**src/rtl/echo_avg_filter.sv**
```systemverilog
// Moving average of good echo measurements with error counting, stale flag and fx byte readout.
// avg_data/avg_vld appear two cycles after an accepted sample; no backpressure; ECHO_MINMAX_EN adds min/max registers.
module echo_avg_filter #(
  parameter int          DW        = 16,
  parameter int          AVG_LOG2  = 3,
  parameter int          ERR_LIMIT = 4,
  parameter logic [21:0] BASE_ADDR = 22'h000100
) (
  input  logic          clk_sys,
  input  logic          rst_n,
  input  logic          done_measure,
  input  logic          err_measure,
  input  logic [DW-1:0] data_measure,
  output logic [DW-1:0] avg_data,
  output logic          avg_vld,
  output logic          stale,
  output logic [7:0]    err_cnt,
  input  logic          fx_rd,
  input  logic [21:0]   fx_raddr,
  output logic [7:0]    fx_q
);

  localparam int DEPTH = 1 << AVG_LOG2;
  localparam int SW    = DW + AVG_LOG2;
  localparam int CW    = $clog2(ERR_LIMIT + 1);

  typedef enum logic [1:0] {ST_FILL, ST_RUN, ST_STALE} state_t;

  state_t              state_q, state_d;
  logic [SW-1:0]       sum_q, sum_d;
  logic [AVG_LOG2-1:0] wptr_q, wptr_d;
  logic [AVG_LOG2:0]   fill_q, fill_d;
  logic [CW-1:0]       consec_q, consec_d;
  logic                stale_q, stale_d;
  logic [7:0]          err_cnt_q, err_cnt_d;
  logic                upd_q, upd_d;
  logic [DW-1:0]       avg_data_q, avg_data_d;
  logic                avg_vld_q, avg_vld_d;
  logic [7:0]          shadow_q, shadow_d;
  logic [7:0]          fx_dat_q, fx_dat_d;
  logic [DW-1:0]       ring_q [DEPTH];

  logic        acc, errv, flush;
  logic [15:0] avg16;
  logic [21:0] off;

  assign acc   = done_measure & ~err_measure;
  assign errv  = done_measure & err_measure;
  assign flush = errv & (consec_q == CW'(ERR_LIMIT - 1));
  assign avg16 = 16'(avg_data_q);
  assign off   = fx_raddr - BASE_ADDR;

`ifdef ECHO_MINMAX_EN
  logic [DW-1:0] min_q, min_d, max_q, max_d;
  logic [7:0]    min_sh_q, min_sh_d, max_sh_q, max_sh_d;
  logic [15:0]   min16, max16;
  assign min16 = 16'(min_q);
  assign max16 = 16'(max_q);
`endif

  always_comb begin
    state_d    = state_q;
    sum_d      = sum_q;
    wptr_d     = wptr_q;
    fill_d     = fill_q;
    consec_d   = consec_q;
    stale_d    = stale_q;
    err_cnt_d  = err_cnt_q;
    upd_d      = 1'b0;
    avg_vld_d  = upd_q;
    avg_data_d = avg_data_q;
    shadow_d   = shadow_q;
    fx_dat_d   = fx_dat_q;
`ifdef ECHO_MINMAX_EN
    min_d      = min_q;
    max_d      = max_q;
    min_sh_d   = min_sh_q;
    max_sh_d   = max_sh_q;
`endif

    // sum_q here already includes the sample accepted in the previous cycle
    if (upd_q) avg_data_d = sum_q[SW-1:AVG_LOG2];

    if (acc) begin
      consec_d = '0;
      stale_d  = 1'b0;
      wptr_d   = wptr_q + 1'b1;
      if (state_q == ST_RUN) begin
        sum_d = sum_q - SW'(ring_q[wptr_q]) + SW'(data_measure);
        upd_d = 1'b1;
      end else begin
        sum_d   = sum_q + SW'(data_measure);
        fill_d  = fill_q + 1'b1;
        state_d = ST_FILL;
        if (fill_q == (AVG_LOG2 + 1)'(DEPTH - 1)) begin
          state_d = ST_RUN;
          upd_d   = 1'b1;
        end
      end
`ifdef ECHO_MINMAX_EN
      if (data_measure < min_q) min_d = data_measure;
      if (data_measure > max_q) max_d = data_measure;
`endif
    end else if (errv) begin
      if (err_cnt_q != 8'hFF) err_cnt_d = err_cnt_q + 8'd1;
      if (consec_q < CW'(ERR_LIMIT)) consec_d = consec_q + 1'b1;
      if (flush) begin
        state_d = ST_STALE;
        stale_d = 1'b1;
        sum_d   = '0;
        fill_d  = '0;
        wptr_d  = '0;
`ifdef ECHO_MINMAX_EN
        min_d   = '1;
        max_d   = '0;
`endif
      end
    end

    if (fx_rd) begin
      case (off)
        22'd0: begin
          fx_dat_d = avg16[7:0];
          shadow_d = avg16[15:8];
        end
        22'd1:   fx_dat_d = shadow_q;
        22'd2:   fx_dat_d = err_cnt_q;
        22'd3:   fx_dat_d = {6'b0, stale_q, state_q == ST_RUN};
`ifdef ECHO_MINMAX_EN
        22'd4: begin
          fx_dat_d = min16[7:0];
          min_sh_d = min16[15:8];
        end
        22'd5:   fx_dat_d = min_sh_q;
        22'd6: begin
          fx_dat_d = max16[7:0];
          max_sh_d = max16[15:8];
        end
        22'd7:   fx_dat_d = max_sh_q;
`endif
        default: fx_dat_d = 8'h00;
      endcase
    end
  end

  always_ff @(posedge clk_sys or negedge rst_n) begin
    if (!rst_n) begin
      state_q    <= ST_FILL;
      sum_q      <= '0;
      wptr_q     <= '0;
      fill_q     <= '0;
      consec_q   <= '0;
      stale_q    <= 1'b0;
      err_cnt_q  <= '0;
      upd_q      <= 1'b0;
      avg_data_q <= '0;
      avg_vld_q  <= 1'b0;
      shadow_q   <= '0;
      fx_dat_q   <= '0;
`ifdef ECHO_MINMAX_EN
      min_q      <= '1;
      max_q      <= '0;
      min_sh_q   <= '0;
      max_sh_q   <= '0;
`endif
    end else begin
      state_q    <= state_d;
      sum_q      <= sum_d;
      wptr_q     <= wptr_d;
      fill_q     <= fill_d;
      consec_q   <= consec_d;
      stale_q    <= stale_d;
      err_cnt_q  <= err_cnt_d;
      upd_q      <= upd_d;
      avg_data_q <= avg_data_d;
      avg_vld_q  <= avg_vld_d;
      shadow_q   <= shadow_d;
      fx_dat_q   <= fx_dat_d;
`ifdef ECHO_MINMAX_EN
      min_q      <= min_d;
      max_q      <= max_d;
      min_sh_q   <= min_sh_d;
      max_sh_q   <= max_sh_d;
`endif
    end
  end

  // Window storage is never cleared: FILL only adds, so stale entries are never read
  always_ff @(posedge clk_sys) begin
    if (acc) ring_q[wptr_q] <= data_measure;
  end

  assign avg_data = avg_data_q;
  assign avg_vld  = avg_vld_q;
  assign stale    = stale_q;
  assign err_cnt  = err_cnt_q;
  assign fx_q     = fx_dat_q;

endmodule

```
**config.mk**
```make
export PLATFORM = sky130hd
export DESIGN_NAME = echo_avg_filter
export DESIGN_NICKNAME = d
export VERILOG_FILES = /design/src/rtl/echo_avg_filter.sv
export SDC_FILE = /design/constraint.sdc
export NUM_CORES = 1
export LEC_CHECK = 0
export ABC_CLOCK_PERIOD_IN_PS = 4500
export CORE_MARGIN = 2
export CORE_UTILIZATION = 53
export DETAILED_ROUTE_END_ITERATION = 12
export MAX_ROUTING_LAYER = met4
export PLACE_DENSITY = 0.75
export SETUP_SLACK_MARGIN = 0.2
export SLEW_MARGIN = 5
export SYNTH_ARGS = -nofsm -noshare
export SYNTH_HDL_FRONTEND = slang
export SYNTH_SLANG_ARGS = --single-unit
export TNS_END_PERCENT = 1
```
**constraint.sdc**
```tcl
create_clock -name clk_sys -period 4.5 [get_ports clk_sys]
set_input_delay 0.9 -clock clk_sys [delete_from_list [all_inputs] [get_ports clk_sys]]
set_output_delay 0.9 -clock clk_sys [all_outputs]
set_load 0.05 [all_outputs]
```
==> results.md, run 1 <==
* Dpl cells at between 1000 and 1500
* Final Cycle Share at 91.5%
* Die X-Extent at approximately 140 µm
* Register area share after synthesis at a little under three fifths
* # IOs at 77
* MaxCap Viol Count at 0
* Synth Net Count at about 880
* Synth warnings at 0
* RSZ-0062 raised after global routing: yes
* Critical path, cell by cell: buf_12 > buf_12 > mux4_2 > mux2_2 > fa_1 > inv_1 > ha_1 > o21a_1 > o31a_1 > o2111ai_2 > nand3b_1 > or4b_1 > and3_1 > o21ai_1
* Num CTS Buffers at 22
* Vias in the first global route at 6652
* Synthesis-to-layout area growth at 19.2%
* Gate power share at about half
* Num rows at 50
* DIE AREA at about 20000 µm²
* Slowest CP cell: mux4_2
* Post-synthesis cell count at 781
* Top FF cell, synth: edfxtp_1
* Post-Layout Cell Count at ~1200
* Clk network pwr share at between 10% and 20%
* Hold WS at 0.511 ns
* Post-synth top area share at 37.5%
* Clk root buf: clkbuf_16
* Clock tree from TritonCTS: yes
* CP startpoint kind: flip-flop
* Rel. slew slack at around a third
* Tmin final at a little over 4 ns
* Synth cell types at 54
* Port Buffer Count at between 70 and 80
* Largest cells by area after synthesis: edfxtp_1 (38%), dfrtp_1 (18%), mux4_2 (7.5%)
* Slowest stage delay, CP at 0.53 ns
* Clk_skew at around 0.011 ns
* CTS sink cnt at between 200 and 250
* Worst Max-Slew Pin Slew at around 1 ns
* RD Place Congestion at 0.929
* Post-synthesis cell area at slightly above 10000 µm²
* CP Max Fanout at 29
* Pre-CTS setup slack at between 0.15 and 0.2 ns
* Setup TNS at 0 ns
* Max Buffers Root-to-Sink at 3
* Lkg Pwr at approximately 5 nW
* WP data arrival at roughly 4.5 ns
* Nets at 992
* Core Util, Final at roughly two thirds
* Global-route wire length before repair at approximately 36000 µm
* Setup CP Type: reg -> reg
* P_sw at roughly 3.4 mW
* Internal at about 5.1 mW
* Most used cell, CP: buf_12
* Via count at 6619
* Die H at between 100 and 150 µm
* Hold-fix buffers at CTS at 0
* Fillcell total at around 1400
* Most numerous cell in the Yosys netlist: edfxtp_1
* Initial Util at between 50 and 60%
* Sw Share at 39.9%
* Register share of total power at between 30% and 40%
* Ant. Diodes at 0
* Clock Latency Late Sink at about 0.49 ns
* Final instance area at roughly 12000 µm²
* # setup viols final at 0
* 1st-iter DRT viols at roughly 440
* Achievable Freq at 243 MHz
* Drt wl/cell at 19.1 µm
* Total track usage at between 20% and 30%
* CTS clk-pin slew, worst paths at approximately 0.06 ns
* Number of remaining DRC errors at 0
* H-tree Lvls at 1
* Largest net degree at the start of global routing at 75
* Post-synth top area cell: edfxtp_1
* Status: finished clean
* Max Slew Vio Count at 0
* DRT antenna net count at 0
* Post-synth EDFFs at 128
* Pwr Total at 8.43 mW
* Async S/R FF share, synth at around 37%
* Fraction of layout cells with a size suffix above 1 at about 17%
* Worst Hold Class: reg -> reg
* Flops & latches, synth at slightly above 200
* GR Overflow Total at 0
* WL final at 22300 µm
* Critical path required time at 4.91 ns
* Worst Slack Setup Final at 0.381 ns
* Vias per std cell at around 5.7
* First-pass DRT Iterations at 6
* Core area at ~19000 µm²
* Synth Area per Inst at between 10 and 15 µm²
* Critical Path End Type: flip-flop
* Final hold violation count at 0
* Worst VDD drop at 418 µV
* Antenna violations before repair at 0
* Post-DP Area at roughly 12000 µm²
* Power per cell area at between 600 and 700 nW/µm²
* Detail Placement HPWL at roughly 16000 µm
* Top cells by count, synth: edfxtp_1 (128), inv_1 (85), dfrtp_1 (74)
[critical path, delay by kind of cell, from the launching register on]
kind / cells / cell delay (ns)
muxes: 2 / 0.82
adders and majority gates: 2 / 0.80
and+or+nand+nor: 3 / 0.88
DFF: 1 / 0.43
AOI/OAI and AO/OA: 4 / 0.69
buffers and inverters: 3 / 0.40
[registers in the layout, summed over array words and instances (netlist names), 2 cells and up]
name and cells:
wptr_q 3, avg_data 16, consec_q 3, state_q 2, ring_q 128, fill_q 4
err_cnt 8, sum_q 19, fx_q 8, shadow_q 8
[final cells by class]
| type | instances | area, µm² | area share, % |
|---|---|---|---|
| multi-input combinational | 467 | 4150 | 34.0 |
| sequential | 202 | 5700 | 46.7 |
| clock inverter | 7 | 30.0 | 0.246 |
| inverter | 85 | 319 | 2.62 |
| timing repair buffer | 113 | 1060 | 8.73 |
| clock buffer | 33 | 613 | 5.03 |
| tap | 260 | 325 | 2.67 |
[logic make-up (layout without fill, tap and decap cells)]
family | count (synthesis) | in the layout | share of synthesized area (%)
mux | 85 | 85 | 13.0
xor+xnor | 31 | 31 | 2.65
compound gates | 144 | 144 | 9.06
simple gates | 149 | 149 | 7.20
fa+ha+maj | 58 | 58 | 8.34
buf+inv | 112 | 238 | 4.16
flops | 202 | 202 | 55.6
[routing by layer]
metal	global-route usage (%)	part of all wire, %	vias to the layer above
li1	-	-	3101
met1	31.1	43	3295
met2	38.7	50	177
met3	2.95	4.1	46
met4	5.78	2.4	0
met5	-	0	-
[cell usage in the layout (no fill, tap or decap), types with 4 or more instances in the layout]
cell type        netlist  routed
clkbuf_16              0      23
clkdlybuf4s50_1        0      75
o21a_1                 6       6
o211ai_1               6       6
nor2b_1                8       8
and3_1                 8       8
nand2_1               43      43
o21ai_0               35      34
a21o_1                 9       9
o221ai_1               6       6
nor2_1                35      35
clkbuf_1              20      10
xnor2_1               15      15
mux2i_1               10      10
a211oi_1              10       9
inv_1                 85      85
xor2_1                16      16
o22ai_1               10      10
nand2b_1               9       9
a31oi_1                5       5
buf_4                  0      35
o21bai_1               4       4
nand3_1                7       7
mux2_2                41      41
nand4_1                6       6
nor3_2                 0       4
a21oi_1               32      32
ha_1                  41      41
clkinv_1               0       4
edfxtp_1             128     128
dfrtp_1               74      72
nor3_1                12       8
nor4_1                 6       5
mux4_2                34      34
fa_1                  17      17
or3_1                  5       5
[what timing repair did]
item	in CTS	in global routing
setup endpoints to repair	0	6
setup buffers	0	1
gates resized for setup	0	3
[power by group through the flow]
stage          sequential [mW]  clock (mW)  combinational (mW)
2_1_floorplan             2.75           0                2.90
3_3_place_gp              2.58           0                4.08
3_5_place_dp              2.59           0                4.17
4_1_cts                   2.55        1.64                4.21
5_1_grt                   2.59        1.73                4.74
6_report                  2.55        1.61                4.27
[final timing paths]
check	slack, ns	startpoint	depth (start not counted)	endpoint
min in group asynchronous	0.55	rst_n	1	fx_q[4]
worst min register to register	0.51	shadow_q[0]	1	shadow_q[0]
max in group asynchronous	3.25	rst_n	1	wptr_q[1]
worst max-delay path	0.38	wptr_q[0]	14	sum_q[18]
worst min-delay path	0.51	shadow_q[0]	1	shadow_q[0]
worst max register to register	0.38	wptr_q[0]	14	sum_q[18]
No activity file was read; power rests on OpenSTA's default activity.
==> run 2: changes to the inputs <==
CORE_UTILIZATION = 35   (was 53)
PLACE_DENSITY = 0.53   (was 0.75)
==> results.md, run 2 (synthesis results as in run 1) <==
* Gate power share at 49.1% (was 50.7%)
* Register share of total power at 28.3% (was 30.3%)
* DIE AREA at 30600 µm² (was 20400 µm²)
* Slowest CP cell: dfrtp_4 (was mux4_2)
* Clk network pwr share at 22.6% (was 19.1%)
* Achievable Freq at 242 MHz (was 243 MHz)
* 1st-iter DRT viols at 472 (was 435)
* Core area at 28800 µm² (was 18800 µm²)
* Rel. slew slack at 35.0% (was 34.9%)
* Number of remaining DRC errors at 0 (unchanged)
* Biggest register: ring_q (unchanged)
* P_sw at 3.55 mW (was 3.37 mW)
* Synthesis-to-layout area growth at 24.7% (was 19.2%)
* CTS clk-pin slew, worst paths at 0.06 ns (about the same)
* Worst R2R End: sum_q[18] (unchanged)
* Most frequent cells in the layout: edfxtp_1 (128), inv_1 (85), clkdlybuf4s50_1 (75) (unchanged)
* # setup viols final at 0 (unchanged)
* Pwr Total at 9.04 mW (was 8.43 mW)
* Max Buffers Root-to-Sink at 3 (unchanged)
* Worst R2R Setup Slack at 0.36 ns (was 0.38 ns)
* Clock tree from TritonCTS: yes (unchanged)
* MaxCap Viol Count at 0 (unchanged)
* # IOs at 77 (unchanged)
* R2R Path Start: wptr_q[0] (unchanged)
* Global-route wire length before repair at 39300 µm (was 35600 µm)
* H-tree Lvls at 1 (unchanged)
* Die H at 175 µm (was 143 µm)
* Final hold violation count at 0 (unchanged)
* Post-Layout Cell Count at 1310 (was 1167)
* Core Util, Final at 44.4% (was 64.8%)
* Port Buffer Count at 76 (unchanged)
* Sw Share at 39.3% (was 39.9%)
* Internal at 5.49 mW (was 5.06 mW)
* Hold depth at 2 (was 1)
* CP top delay family: simple AND/OR/NAND/NOR gates (unchanged)
* Largest net degree at the start of global routing at 75 (unchanged)
* Fraction of layout cells with a size suffix above 1 at 19.3% (was 16.6%)
* Initial Util at 35.6% (was 54.4%)
* Critical path, cell by cell: buf_12 > buf_16 > mux4_2 > mux2_2 > fa_1 > inv_1 > ha_1 > o21ai_1 > a21oi_1 > o31a_1 > o2111ai_2 > nand3b_1 > or4b_1 > and3_1 > o21ai_1 (was buf_12 > buf_12 > mux4_2 > mux2_2 > fa_1 > inv_1 > ha_1 > o21a_1 > o31a_1 > o2111ai_2 > nand3b_1 > or4b_1 > and3_1 > o21ai_1)
* Num CTS Buffers at 24 (was 22)
* Clock Latency Late Sink at 0.52 ns (was 0.49 ns)
* Dpl cells at 1251 (was 1126)
* Register area at 5700 µm² (about the same)
* Clk root buf: clkbuf_16 (unchanged)
* Vias in the first global route at 6786 (was 6652)
* Vias per std cell at 5.02 (was 5.67)
* Post-DP Area at 11700 µm² (was 11500 µm²)
* Slowest stage delay, CP at 0.55 ns (was 0.53 ns)
* Clk_skew at 0.0146 ns (was 0.0106 ns)
* RSZ-0062 raised after global routing: yes (unchanged)
* Lkg Pwr at 5.08 nW (was 4.89 nW)
* CP startpoint kind: flip-flop (unchanged)
* Setup TNS at 0 ns (unchanged)
* GR Overflow Total at 0 (unchanged)
* Reg2Reg Depth at 15 (was 14)
* Detail Placement HPWL at 17400 µm (was 15900 µm)
* Num rows at 62 (was 50)
* Total track usage at 17.0% (was 23.4%)
* First-pass DRT Iterations at 5 (was 6)
* Worst Hold Class: reg -> reg (unchanged)
* CTS sink cnt at 202 (unchanged)
* WL final at 24900 µm (was 22300 µm)
* Antenna violations before repair at 0 (unchanged)
* Most used cell, CP: o21ai_1 (was buf_12)
* Worst Max-Slew Pin Slew at 0.975 ns (was 0.977 ns)
* Final instance area at 12800 µm² (was 12200 µm²)
* Setup CP Type: reg -> reg (unchanged)
* Ant. Diodes at 0 (unchanged)
* Critical path required time at 4.93 ns (was 4.91 ns)
* Worst VDD drop at 338 µV (was 418 µV)
* Tmin final at 4.14 ns (was 4.12 ns)
* Critical Path End Type: flip-flop (unchanged)
* Final Cycle Share at 91.9% (was 91.5%)
* CP Max Fanout at 8 (was 29)
* DRT antenna net count at 0 (unchanged)
* RD Place Congestion at 0.823 (was 0.929)
* Drt wl/cell at 19.0 µm (was 19.1 µm)
* Most common cell after layout, fill and taps aside: edfxtp_1 (unchanged)
* Crit path buf inv count at 3 (unchanged)
* Fillcell total at 2625 (was 1402)
* Status: finished clean (unchanged)
* Max reg flops at 128 (unchanged)
* Max Slew Vio Count at 0 (unchanged)
* WP data arrival at 4.57 ns (was 4.53 ns)
* Hold_sp: sum_q[0] (was shadow_q[0])
* Power per cell area at 708 nW/µm² (was 691 nW/µm²)
* Footprint of the multi-input gates at 4150 µm² (about the same)
* Hold Path Sink: sum_q[0] (was shadow_q[0])
* Via count at 6572 (was 6619)
* Hold-fix buffers at CTS at 0 (unchanged)
* Die X-Extent at 175 µm (was 143 µm)
* Nets at 1009 (was 992)
## run 2: per-stage QoR
stage	setup slack [ns]	hold slack, ns
after floorplan	0.268	0.352
final	0.364	0.512
after detailed placement	0.0916	0.497
after CTS	0.194	0.513
after global placement	0.0619	0.492
after global routing	0.174	0.532
## run 2: worst max-delay path by stage
stage	start	endpoint	slack, ns	cells past startpoint
after global placement	data_measure[1]	sum_q[17]	0.06	13
after CTS	wptr_q[0]	sum_q[18]	0.19	14
final	wptr_q[0]	sum_q[18]	0.36	15
after detailed placement	data_measure[1]	sum_q[17]	0.09	13
after global routing	wptr_q[0]	sum_q[18]	0.17	15
after floorplan	wptr_q[0]	sum_q[17]	0.27	15
## run 2: area by class of cell
class                           count  area share (%)
Sequential cell                   202            44.6
Multi-Input combinational cell    467            32.5
Timing Repair Buffer              128            10.1
Clock buffer                       27            4.96
Tap cell                          384            3.76
Inverter                           85            2.50
Clock inverter                     17            1.56
## run 2: power groups by stage
stage	registers, mW	logic, mW	clock network (mW)
after global placement	2.60	4.24	0
after CTS	2.57	4.28	2.09
after floorplan	2.75	2.90	0
final	2.56	4.44	2.04
after global routing	2.61	4.97	2.15
after detailed placement	2.60	4.25	0
## run 2: what timing repair did
action	4_1_cts	5_1_grt
setup buffers	0	14
pin swaps	0	4
resized for setup	2	5
setup endpoints to repair	2	5
cloned	0	1
## run 2: tightest hold or removal path, delay by kind of cell (launching register included)
family,cells,cell delay [ns]
and+or+nand+nor,1,0.05
DFF,1,0.37
AOI/OAI and AO/OA,1,0.06
## run 2: per-layer routing
layer / routed length (µm) / global-route usage [%] / part of all wire (%) / vias to the layer above
met5: 0 / - / 0 / -
met4: 461 / 3.65 / 1.8 / 0
met3: 860 / 2.15 / 3.4 / 27
met2: 12100 / 27.6 / 48 / 117
met1: 11500 / 23.1 / 46 / 3294
li1: - / - / - / 3134
